===== config.mk =====
export PLATFORM = sky130hd
export DESIGN_NAME = uart_rx
export DESIGN_NICKNAME = d
export VERILOG_FILES = /design/src/rtl/uart_pkg.sv /design/src/rtl/uart_sync2.sv /design/src/rtl/uart_rx.sv
export SDC_FILE = /design/constraint.sdc
export NUM_CORES = 1
export LEC_CHECK = 0
export BUFFER_PORTS_ARGS = -buffer_cell sky130_fd_sc_hd__buf_2
export CORE_ASPECT_RATIO = 0.9
export CORE_MARGIN = 5
export CORE_UTILIZATION = 55
export CTS_CLUSTER_DIAMETER = 60
export DETAILED_ROUTE_END_ITERATION = 10
export MAX_ROUTING_LAYER = met4
export PLACE_DENSITY = 0.78
export SLEW_MARGIN = 5
export SYNTH_ARGS = -nofsm -noshare
export SYNTH_HDL_FRONTEND = slang
export SYNTH_SLANG_ARGS = --single-unit

===== constraint.sdc =====
create_clock -name clk -period 2.55 [get_ports clk]
set_clock_uncertainty 0.15 [all_clocks]
set_input_delay 0.3825 -clock clk [delete_from_list [all_inputs] [get_ports clk]]
set_output_delay 0.3825 -clock clk [all_outputs]
set_load 0.05 [all_outputs]

===== src/rtl/uart_pkg.sv =====
// uart_pkg: constants and FSM state type shared by the FMB UART transmitter
// and receiver.
package uart_pkg;

   localparam int unsigned UART_DATA_BITS    = 8;
   // 21.74 MHz system clock / 115200 baud
   localparam int unsigned UART_CLKS_PER_BIT = 189;

   typedef enum logic [2:0] {
      IDLE,
      START,
      DATA,
      PARITY,
      STOP,
      WAIT_IDLE
   } rx_state_t;

endpackage


===== src/rtl/uart_sync2.sv =====
// uart_sync2: two-flop synchronizer for an asynchronous board input.
// The reset value is a parameter so idle-high lines can be preset high.
module uart_sync2 #(
   parameter logic RESET_VAL = 1'b0
) (
   input  logic clk,
   input  logic rst_n,
   input  logic d,
   output logic q
);

   logic meta;

   // Two-stage capture of the asynchronous input.
   always_ff @(posedge clk or negedge rst_n) begin
      if (!rst_n) begin
         meta <= RESET_VAL;
         q    <= RESET_VAL;
      end else begin
         meta <= d;
         q    <= meta;
      end
   end

endmodule


===== src/rtl/uart_rx.sv =====
// uart_rx: UART receiver with mid-bit sampling, 8N1 frames by default.
// Define UART_RX_PARITY_EN to build the 8E1 variant with a live parity_err.
// Received bytes are held in a valid/ack register with frame/parity status;
// a byte completing while the register is still full is dropped and
// signalled by a one-cycle overrun pulse.
module uart_rx
   import uart_pkg::*;
#(
   parameter int unsigned CLKS_PER_BIT = UART_CLKS_PER_BIT
) (
   input  logic                      clk,
   input  logic                      rst,
   input  logic                      ser_in,
   input  logic                      rx_ack,
   output logic [UART_DATA_BITS-1:0] rx_data,
   output logic                      rx_valid,
   output logic                      frame_err,
   output logic                      parity_err,
   output logic                      overrun,
   output logic                      rx_busy
);

   localparam int unsigned        CNT_W        = $clog2(CLKS_PER_BIT);
   localparam logic [CNT_W-1:0]   BIT_LAST     = CNT_W'(CLKS_PER_BIT - 1);
   localparam logic [CNT_W-1:0]   HALF_BIT     = CNT_W'(CLKS_PER_BIT / 2);
   localparam int unsigned        BCNT_W       = $clog2(UART_DATA_BITS);
   localparam logic [BCNT_W-1:0]  BIT_IDX_LAST = BCNT_W'(UART_DATA_BITS - 1);

   logic                      rxs;
   rx_state_t                 state;
   logic [CNT_W-1:0]          baud_cnt;
   logic [BCNT_W-1:0]         bit_cnt;
   logic [UART_DATA_BITS-1:0] shreg;
   logic                      bit_tick;
   logic                      half_tick;
   logic                      byte_done;
   logic                      par_flag;

   uart_sync2 #(
      .RESET_VAL (1'b1)
   ) u_sync (
      .clk   (clk),
      .rst_n (rst),
      .d     (ser_in),
      .q     (rxs)
   );

   assign bit_tick  = (baud_cnt == BIT_LAST);
   assign half_tick = (baud_cnt == HALF_BIT);
   assign byte_done = (state == STOP) && bit_tick;
   assign rx_busy   = (state != IDLE);

`ifdef UART_RX_PARITY_EN
   logic par_bad;

   // Even-parity check of the received byte against the parity bit.
   always_ff @(posedge clk or negedge rst) begin
      if (!rst) begin
         par_bad <= 1'b0;
      end else if ((state == PARITY) && bit_tick) begin
         par_bad <= (^shreg) ^ rxs;
      end
   end

   assign par_flag = par_bad;
`else
   assign par_flag = 1'b0;
`endif

   // Frame sequencing: start qualification, data/parity/stop sampling.
   always_ff @(posedge clk or negedge rst) begin
      if (!rst) begin
         state    <= IDLE;
         baud_cnt <= '0;
         bit_cnt  <= '0;
         shreg    <= '0;
      end else begin
         case (state)
            IDLE: begin
               baud_cnt <= '0;
               if (!rxs) begin
                  state   <= START;
                  bit_cnt <= '0;
               end
            end
            START: begin
               if (half_tick) begin
                  baud_cnt <= '0;
                  state    <= rxs ? IDLE : DATA;
               end else begin
                  baud_cnt <= baud_cnt + CNT_W'(1);
               end
            end
            DATA: begin
               if (bit_tick) begin
                  baud_cnt <= '0;
                  shreg    <= {rxs, shreg[UART_DATA_BITS-1:1]};
                  bit_cnt  <= bit_cnt + BCNT_W'(1);
                  if (bit_cnt == BIT_IDX_LAST) begin
`ifdef UART_RX_PARITY_EN
                     state <= PARITY;
`else
                     state <= STOP;
`endif
                  end
               end else begin
                  baud_cnt <= baud_cnt + CNT_W'(1);
               end
            end
`ifdef UART_RX_PARITY_EN
            PARITY: begin
               if (bit_tick) begin
                  baud_cnt <= '0;
                  state    <= STOP;
               end else begin
                  baud_cnt <= baud_cnt + CNT_W'(1);
               end
            end
`endif
            STOP: begin
               if (bit_tick) begin
                  baud_cnt <= '0;
                  state    <= rxs ? IDLE : WAIT_IDLE;
               end else begin
                  baud_cnt <= baud_cnt + CNT_W'(1);
               end
            end
            WAIT_IDLE: begin
               baud_cnt <= '0;
               if (rxs) begin
                  state <= IDLE;
               end
            end
            default: begin
               state    <= IDLE;
               baud_cnt <= '0;
            end
         endcase
      end
   end

   // Holding register: load on completion when free or acked, else overrun.
   always_ff @(posedge clk or negedge rst) begin
      if (!rst) begin
         rx_data    <= '0;
         rx_valid   <= 1'b0;
         frame_err  <= 1'b0;
         parity_err <= 1'b0;
         overrun    <= 1'b0;
      end else begin
         overrun <= 1'b0;
         if (byte_done) begin
            if (!rx_valid || rx_ack) begin
               rx_data    <= shreg;
               frame_err  <= ~rxs;
               parity_err <= par_flag;
               rx_valid   <= 1'b1;
            end else begin
               overrun <= 1'b1;
            end
         end else if (rx_valid && rx_ack) begin
            rx_valid <= 1'b0;
         end
      end
   end

endmodule


==> run_results.csv, run 1 <==
group,metric,value,unit
finish,n_antenna_cell,0,
yosys,synth_warnings,0,
yosys,synth_compound_area_share,7.97,%
setup_path,r2r-end,"rx_data[7]",
clock_tree,ctsHoldBuffers,2,
floorplan,rows,18,
routing,vias,1045,
routing,detail-route-antenna-nets,0,
setup_path,cp_slowest_stage_delay,0.46,ns
floorplan,core_area,2750,sq um
sta,fin_crit,2.19,ns
floorplan,dieArea,4060,sq um
global_route,gr-total-overflow,0,
clock_tree,cts_made_buffers,5,
yosys,synth_nets,138,
global_route,first_global_vias,1039,
placement,place_ws,0.412,ns
pwr,finalPower,1.01,mW
clock_tree,clockBufferDepth,2,
sta,hold_viol_final,0,
pwr,vdd_drop_max,0.437,mV
setup_path,arrival,2.28,ns
yosys,synthCells,129,
yosys,synth.distinct_cells,36,
run,drv_cap,0,
yosys,synthMuxAreaShare,13.9,%
placement,place.gp.congestion,0.840,
setup_path,crit_path_end_kind,"register",
clock_tree,cts_root_buffer,"clkbuf_4",
floorplan,chipWidth,66.6,um
floorplan,start_util,57.7,%
setup_path,regToRegSetupSlack,0.36,ns
yosys,synth_edf_count,0,
sta,fin_ws,0.361,ns
setup_path,worstRegToRegCells,6,
global_route,use_met2,25.6,%
setup_path,slowest_stage,"dfrtp_1",
setup_path,cp-start-kind,"register",
floorplan,die_y,60.9,um
clock_tree,cts_tree,"yes",
sta,max-slew-margin-rel,50.7,%
min_path,min_path_type,"reg -> reg",
pwr,power_density,553,nW/um^2
yosys,postSynth.asyncResetShare,100,%
global_route,grtUsageTotal,17.9,%
yosys,synth_largest_area_cell,"dfrtp_1",
finish,nNetsFinal,160,
global_route,grt_busiest_layer,"met2",
finish,drive_gt1_share,28.9,%
global_route,use_met3,6.67,%
run_status,status,"complete, no violations",
setup_path,r2r-start,"baud_cnt[0]",
clock_tree,cts_resized,0,
yosys,synth_top_area_share,52.1,%
clock_tree,htreeDepth,2,
floorplan,num_io_pins,17,
yosys,synth_flop_cell,"dfrtp_1",
yosys,yosys.area_share.simple,12.8,%
global_route,use_met1,22.8,%
min_path,holdPathStages,0,
sta,fmax,457,MHz
yosys,synth_most_common_cell,"dfrtp_1",
yosys,synthAdderAreaFrac,3.95,%
sta,finalMaxSlewViolations,0,
yosys,synth_area_leaders,"dfrtp_1 (52%), mux2_2 (9.2%), ha_1 (3.9%)",
finish,area_growth,15.0,%
routing,drt_pre_antenna_iters,4,
sta,setup_violations,0,
routing,drt_iter0_markers,34,
sta,rsz0062_at_grt,"false",
clock_tree,clock_latency,0.35,ns
routing,viasPerCell,5.44,
placement,hpwl,1910,um
routing,wl_per_cell,14.3,um
clock_tree,cts_setup_buffers,0,
setup_path,cp_cell_sequence,"inv_1, ha_1, nand3b_1, nor4b_4, buf_4, mux2_2",
setup_path,path_class,"reg -> reg",
yosys,synthTopCellsByCount,"dfrtp_1 (33), mux2_2 (13), inv_1 (8), nand2_1 (6)",
pwr,leakagePower,0.869,nW
yosys,syn-cell-area,1590,sq um
sta,fin_tns_setup,0,ns
placement,io_buffers,15,
clock_tree,cts.sinks,35,
routing,post-route-drc-count,0,
global_route,grt_pass1_wl,5040,um
setup_path,critPathMaxFanout,9,
setup_path,cp.required,2.64,ns
clock_tree,path_clk_slew,0.11,ns
min_path,hold_start,"u_sync.meta",
yosys,synth_seq_cells,35,
global_route,grt_max_degree,36,
yosys,synth_top_family_by_area,"multiplexers",
yosys,synth_xor_area_share,2.21,%
global_route,antenna_found_initial,0,
yosys,avgSynthCellArea,12.3,sq um
yosys,ys_seq_area_share,55.4,%
min_path,min_to,"u_sync.q",
sta,period_share,85.8,%
routing,routed_wl,2750,um
sta,tightest_slew,0.740,ns
## layout make-up
type                       count  area (sq um)
clock buffer                   6          51.3
timing repair buffer          20           118
clock inverter                 2          38.8
fill                         229           925
multi-input combinational     81           657
sequential                    35           878
tap                           40          50.0
inverter                       8          30.0
## flip-flops by register name (all words and copies together) (netlist names)
signal       flops
u_sync.q         1
rx_valid         1
bit_cnt          3
state            3
shreg            8
frame_err        1
overrun          1
u_sync.meta      1
baud_cnt         8
rx_data          8
## worst max path at each step
stage / slack [ns] / start / to / cells after the start
floorplan: 0.44 / baud_cnt[0] / shreg[1] / 6
global placement: 0.48 / baud_cnt[0] / rx_data[0] / 6
detailed placement: 0.41 / baud_cnt[0] / rx_data[7] / 6
CTS: 0.38 / baud_cnt[0] / rx_data[7] / 6
global route: 0.23 / baud_cnt[0] / baud_cnt[1] / 5
finish: 0.36 / baud_cnt[0] / rx_data[7] / 6
## per-stage QoR
stage / hold slack (ns) / instance area (sq um) / utilization (%) / std cells
floorplan: -0.0631 / 1590 / - / 129
global placement: 0.199 / 1710 / 62.3 / 182
detailed placement: 0.197 / 1710 / 62.3 / 182
CTS: 0.205 / 1820 / 66.3 / 192
global route: 0.217 / 1820 / 66.3 / 192
finish: 0.213 / 1820 / 66.3 / 192
## worst max-delay path, delay by kind of cell, from the launching register on
family	cells	cell delay [ns]
fa+ha+maj	1	0.15
buf+inv	2	0.33
flops	1	0.46
mux	1	0.35
simple gates	2	0.64
## report_power, final
part | switching (mW) | leakage, nW | internal (mW) | total [mW]
Sequential | 0.00114 | 0.462 | 0.558 | 0.559
Clock | 0.193 | 0.0489 | 0.237 | 0.430
Combinational | 0.0147 | 0.358 | 0.00433 | 0.0191
Total | 0.209 | 0.869 | 0.799 | 1.01
## kinds of logic after synthesis
kind of cell               after synthesis
AOI/OAI and AO/OA                       19
xor gates and xnor gates                 4
adders and majority gates                5
buffers and inverters                   13
DFF                                     35
muxes                                   20
other                                    1
and+or+nand+nor                         32
## per-layer routing
layer  vias up  share of wire [%]
li1        503                  -
met1       519                 48
met2        18                 46
met3         5                4.7
met4         0                2.0
met5         -                  0
## layout by cell type, fill, tap and decap left out, drive strengths merged, types with 2 or more instances in the layout
master,synthesis,layout
a21oi,5,5
a22oi,3,3
buf,4,18
clkbuf,1,6
dfrtp,33,33
dfstp,2,2
dlygate4sd3,0,2
ha,5,5
inv,8,9
mux2,16,16
mux2i,4,4
nand2,6,6
nand2b,4,4
nand3,5,5
nand3b,2,2
nor2,2,2
nor4,2,2
o211ai,3,3
o21ai,3,3
or3,3,3
or4,2,2
xor2,3,3
(Power assumes the default switching activity.)
==> inputs of run 2 (changes only) <==
--- a/config.mk
+++ b/config.mk
@@ -16,4 +16,5 @@
 export SLEW_MARGIN = 5
 export SYNTH_ARGS = -nofsm -noshare
 export SYNTH_HDL_FRONTEND = slang
+export SYNTH_HIERARCHICAL = 1
 export SYNTH_SLANG_ARGS = --single-unit
==> run_results.csv, run 2 <==
group,metric,value,unit
run_status,status,"complete, no violations",
yosys,postSynth.asyncResetShare,100,%
yosys,syn-cell-area,1640,sq um
setup_path,arrival,2.32,ns
setup_path,cp_slowest_stage_delay,0.57,ns
clock_tree,clock_latency,0.33,ns
routing,post-route-drc-count,0,
routing,drt_pre_antenna_iters,4,
pwr,p_switching,0.197,mW
routing,vias,1088,
global_route,grt_max_degree,36,
sta,period_share,88.2,%
clock_tree,cts_made_buffers,5,
setup_path,cp.required,2.62,ns
global_route,antenna_found_initial,0,
clock_tree,path_clk_slew,0.10,ns
setup_path,crit_path_end_kind,"register",
yosys,synthCells,136,
yosys,synth_flop_cell,"dfrtp_1",
finish,stdcell_area,1820,sq um
setup_path,critPathMaxFanout,14,
floorplan,dieArea,4180,sq um
yosys,synth.distinct_cells,41,
pwr,switching_share,21.4,%
finish,drive_gt1_share,29.7,%
setup_path,path_class,"reg -> reg",
setup_path,startpoint,"state[1]",
clock_tree,cts_tree,"yes",
clock_tree,cts_resized,0,
floorplan,core_area,2820,sq um
pwr,vdd_drop_max,0.373,mV
floorplan,chipWidth,67.6,um
finish,multiInputGateArea,702,sq um
run,drv_cap,0,
yosys,synth_edf_count,0,
finish,layout_common_cells,"dfrtp_1 (33), mux2_2 (17), buf_2 (15)",
clock_tree,htreeDepth,2,
yosys,synth_most_common_cell,"dfrtp_1",
clock_tree,cts_root_buffer,"clkbuf_4",
sta,setup_violations,0,
pwr,internal_power,0.723,mW
floorplan,rows,18,
finish,largestRegisters,"baud_cnt x8, rx_data x8, shreg x8",
yosys,synth_largest_area_cell,"dfrtp_1",
sta,fin_tns_setup,0,ns
setup_path,slowest_stage,"nor4b_4",
yosys,synth_seq_cells,35,
sta,fin_crit,2.25,ns
pwr,seqPwrFrac,60.8,%
sta,rsz0062_at_grt,"false",
floorplan,start_util,58.3,%
routing,viasPerCell,5.58,
finish,seq_area,878,sq um
finish,nNetsFinal,163,
setup_path,r2r-start,"state[1]",
setup_path,cp-start-kind,"register",
routing,routed_wl,2790,um
placement,hpwl,2050,um
sta,max-slew-margin-rel,51.8,%
global_route,gr-total-overflow,0,
sta,tightest_slew,0.723,ns
clock_tree,cts.sinks,35,
global_route,first_global_vias,1020,
finish,area_growth,11.1,%
pwr,leakagePower,0.921,nW
setup_path,cp_cell_sequence,"or3b_4, nor4b_4, mux2_2",
sta,hold_viol_final,0,
pwr,clkPwrFrac,37.2,%
yosys,avgSynthCellArea,12.1,sq um
yosys,synth_warnings,6,
placement,place.gp.congestion,0.809,
global_route,grtUsageTotal,15.7,%
min_path,min_path_type,"reg -> reg",
floorplan,die_y,61.8,um
routing,drt_iter0_markers,94,
floorplan,num_io_pins,17,
sta,finalMaxSlewViolations,0,
yosys,synth_top_area_share,50.3,%
placement,io_buffers,15,
routing,wl_per_cell,14.3,um
yosys,ys_seq_area_share,53.5,%
pwr,power_density,504,nW/um^2
yosys,synth_nets,145,
yosys,synth_area_leaders,"dfrtp_1 (50%), mux2_2 (12%), ha_1 (3.8%)",
global_route,grt_pass1_wl,4600,um
placement,dpl_cell_area,1730,sq um
min_path,hold_start,"u_sync/meta",
routing,detail-route-antenna-nets,0,
finish,n_antenna_cell,0,
sta,whs,0.216,ns
finish,mostFrequentLayoutCell,"dfrtp_1",
yosys,synthTopCellsByCount,"dfrtp_1 (33), mux2_2 (17), a21oi_1 (7), inv_1 (7)",
sta,fmax,444,MHz
finish,fillers,217,
clock_tree,clockBufferDepth,2,
pwr,p_comb_share,2.0,%
pwr,finalPower,0.919,mW
finish,finish.utilization,64.8,%
## run 2: cell count changes in the layout (fill, tap and decap cells not counted), moves of 3 or more
cell,delta
buf_4,-3
mux2i_1,-4
mux2_2,+4
a221o_1,+3
mux2_1,-3
## run 2: final cells by class
type / count / area share, %
flip-flops and latches: 35 / 48.1
repair buffers: 17 / 5.21
well taps: 40 / 2.74
multi-input cells: 88 / 38.5
clock inverters: 1 / 0.412
clock buffers: 7 / 3.57
inverters: 7 / 1.44
## run 2: metal layers
metal  global-route usage [%]  part of all wire [%]  routed length [um]  vias to the layer above
li1                         -                     -                   -                      531
met1                     19.7                    48                1330                      524
met2                     23.9                    46                1280                       29
met3                     5.94                   5.4                 152                        4
met4                     4.34                   1.1                  31                        0
met5                        -                     0                   0                        -
## run 2: repair_timing
item,CTS,global route
hold buffers,2,0
setup buffers,0,0
hold endpoints to repair,34,0
## run 2: worst max-delay path: cells and delay by family, from the launching register on
family           cells  cell delay [ns]
flip-flops           1             0.54
multiplexers         1             0.41
AND/OR/NAND/NOR      2             1.04
## run 2: power by group through the flow
stage	combinational (mW)	clock [mW]	sequential [mW]
3_5_place_dp	0.0173	0	0.569
5_1_grt	0.0219	0.377	0.559
6_report	0.0184	0.342	0.559
3_3_place_gp	0.0168	0	0.569
2_1_floorplan	0.00534	0	0.569
4_1_cts	0.0196	0.348	0.559
## run 2: logic make-up (layout without fill, tap and decap cells)
family          count (synthesis)  in the layout  synth area share [%]
flops                          35             35                  53.5
simple gates                   34             34                  13.6
compound gates                 27             27                  11.3
mux                            17             17                  11.7
buf+inv                        13             32                  3.73
fa+ha+maj                       5              5                  3.81
xor+xnor                        4              4                  2.13
other cells                     1              1                 0.228
## run 2: per-stage QoR
step / std cells / setup slack [ns]
after floorplan: 136 / 0.569
after detailed placement: 185 / 0.293
after CTS: 195 / 0.281
final: 195 / 0.300
after global placement: 185 / 0.407
after global routing: 195 / 0.193
## run 2: path summary, 6_finish.rpt
kind	to	slack, ns	cells after the start
setup / recovery	rx_data[1]	0.30	3
hold / removal	u_sync/q	0.22	0
setup reg to reg	rx_data[1]	0.30	3
hold reg to reg	u_sync/q	0.22	0
max in group asynchronous	baud_cnt[5]	1.30	2
min in group asynchronous	bit_cnt[1]	0.49	2
==> inputs of run 3 (changes only) <==
--- a/config.mk
+++ b/config.mk
@@ -5,6 +5,7 @@
 export SDC_FILE = /design/constraint.sdc
 export NUM_CORES = 1
 export LEC_CHECK = 0
+export ABC_AREA = 1
 export BUFFER_PORTS_ARGS = -buffer_cell sky130_fd_sc_hd__buf_2
 export CORE_ASPECT_RATIO = 0.9
 export CORE_MARGIN = 5
==> run_results.csv, run 3 <==
group,metric,value,unit
setup_path,cp.required,2.65,ns
clock_tree,cts_made_buffers,5,
placement,dpl_cell_area,1720,sq um
yosys,synth_area_leaders,"dfrtp_1 (51%), nand2_1 (11%), inv_1 (5.5%)",
yosys,synth.distinct_cells,23,
setup_path,cp-start-kind,"register",
clock_tree,cts_tree,"yes",
sta,fin_tns_setup,0,ns
placement,place_ws,0.637,ns
sta,max-slew-margin-rel,50.3,%
setup_path,path_class,"reg -> reg",
yosys,synth_nets,194,
min_path,min_path_type,"reg -> reg",
sta,rsz0062_at_grt,"false",
yosys,syn-cell-area,1630,sq um
sta,tightest_slew,0.745,ns
floorplan,rows,18,
finish,layout_common_cells,"nand2_1 (47), dfrtp_1 (33), inv_1 (24)",
yosys,synth_largest_area_cell,"dfrtp_1",
yosys,synth_flop_cell,"dfrtp_1",
finish,drive_gt1_share,19.4,%
global_route,gr-total-overflow,0,
global_route,grt_max_degree,36,
pwr,finalPower,0.869,mW
sta,period_share,75.6,%
global_route,antenna_found_initial,0,
placement,io_buffers,15,
sta,fin_ws,0.623,ns
pwr,power_density,484,nW/um^2
yosys,avgSynthCellArea,8.80,sq um
sta,finalMaxSlewViolations,0,
yosys,postSynth.asyncResetShare,100,%
clock_tree,cts_root_buffer,"clkbuf_4",
placement,hpwl,2100,um
routing,vias,1228,
yosys,synthTopCellsByCount,"nand2_1 (47), dfrtp_1 (33), inv_1 (24), nor2_1 (19)",
placement,place.gp.congestion,0.994,
routing,wl_per_cell,11.5,um
floorplan,start_util,58.3,%
placement,dp_cells,236,
routing,drt_iter0_markers,30,
sta,whs,0.216,ns
finish,finish.utilization,64.4,%
setup_path,critPathMaxFanout,22,
clock_tree,clock_latency,0.34,ns
routing,post-route-drc-count,0,
routing,drt_pre_antenna_iters,4,
floorplan,chipWidth,67.3,um
floorplan,num_io_pins,17,
clock_tree,htreeDepth,2,
pwr,leakagePower,0.923,nW
clock_tree,cts_resized,0,
clock_tree,clockBufferDepth,2,
finish,nNetsFinal,214,
clock_tree,cts.sinks,35,
global_route,first_global_vias,1178,
global_route,grtUsageTotal,16.7,%
finish,largestRegisters,"baud_cnt x8, rx_data x8, shreg x8",
finish,n_antenna_cell,0,
clock_tree,path_clk_slew,0.10,ns
floorplan,core_area,2790,sq um
sta,fin_crit,1.93,ns
yosys,synth_seq_cells,35,
routing,detail-route-antenna-nets,0,
setup_path,crit_path_end_kind,"register",
sta,fmax,519,MHz
finish,finalNonFillerCells,246,
yosys,synth_warnings,6,
finish,area_growth,10.5,%
routing,routed_wl,2830,um
floorplan,dieArea,4150,sq um
run,drv_cap,0,
finish,mostFrequentLayoutCell,"nand2_1",
yosys,synth_top_area_share,50.7,%
routing,viasPerCell,4.99,
yosys,synthCells,185,
setup_path,arrival,2.03,ns
global_route,grt_pass1_wl,4880,um
yosys,synth_edf_count,0,
sta,hold_viol_final,0,
pwr,vdd_drop_max,0.362,mV
finish,stdcell_area,1800,sq um
clock_tree,cts_setup_buffers,0,
floorplan,die_y,61.6,um
yosys,synth_most_common_cell,"nand2_1",
sta,setup_violations,0,
yosys,ys_seq_area_share,54.0,%
run_status,status,"complete, no violations",
==> run 3: critical path, stage by stage (launching register included) <==
cell	delay, ns
dfrtp_1	0.45
nor2_1	0.17
nand2_1	0.12
inv_1	0.12
nand3_1	0.46
o21ai_0	0.36
==> run 3: cells by family (layout without fill, tap and decap cells) <==
logic type               count (synthesis)  after routing  synth area share, %
AO/OA/AOI/OAI                           23             23                 8.92
buffers and inverters                   28             49                 7.30
adder cells (fa/ha/maj)                  5              5                 3.84
other                                    1              1                0.230
AND/OR/NAND/NOR                         91             91                 24.7
XOR/XNOR                                 2              2                 1.08
flip-flops                              35             35                 54.0
==> run 3: area by class of cell <==
| type | count | area [sq um] |
|---|---|---|
| Multi-Input combinational cell | 122 | 631 |
| Inverter | 24 | 90.1 |
| Sequential cell | 35 | 878 |
| Timing Repair Buffer | 17 | 95.1 |
| Clock inverter | 2 | 12.5 |
| Tap cell | 40 | 50.0 |
| Fill cell | 239 | 995 |
| Clock buffer | 6 | 41.3 |
==> run 3: power breakdown <==
part / leakage (nW) / internal [mW] / total [mW] / switching (mW)
registers: 0.467 / 0.558 / 0.559 / 0.00151
logic: 0.427 / 0.00404 / 0.0191 / 0.0151
clock network: 0.0282 / 0.106 / 0.291 / 0.185
==> run 3: worst paths after layout <==
check	to	cells after the start	from	slack, ns
hold / removal	u_sync/q	0	u_sync/meta	0.22
min in group asynchronous	rx_data[0]	2	rst	0.47
hold reg to reg	u_sync/q	0	u_sync/meta	0.22
max in group asynchronous	state[0]	2	rst	1.29
setup / recovery	shreg[6]	5	state[2]	0.62
setup reg to reg	shreg[6]	5	state[2]	0.62
==> run 3: timing repair <==
action,in CTS,in global routing
endpoints found under the setup margin,0,0
hold buffers,2,0
hold endpoints to repair,34,0
==> run 3: layer usage <==
layer | GRT usage (%) | part of all wire (%)
met1 | 18.7 | 45
met2 | 26.9 | 48
met3 | 6.57 | 5.3
met4 | 7.23 | 1.8
met5 | - | 0
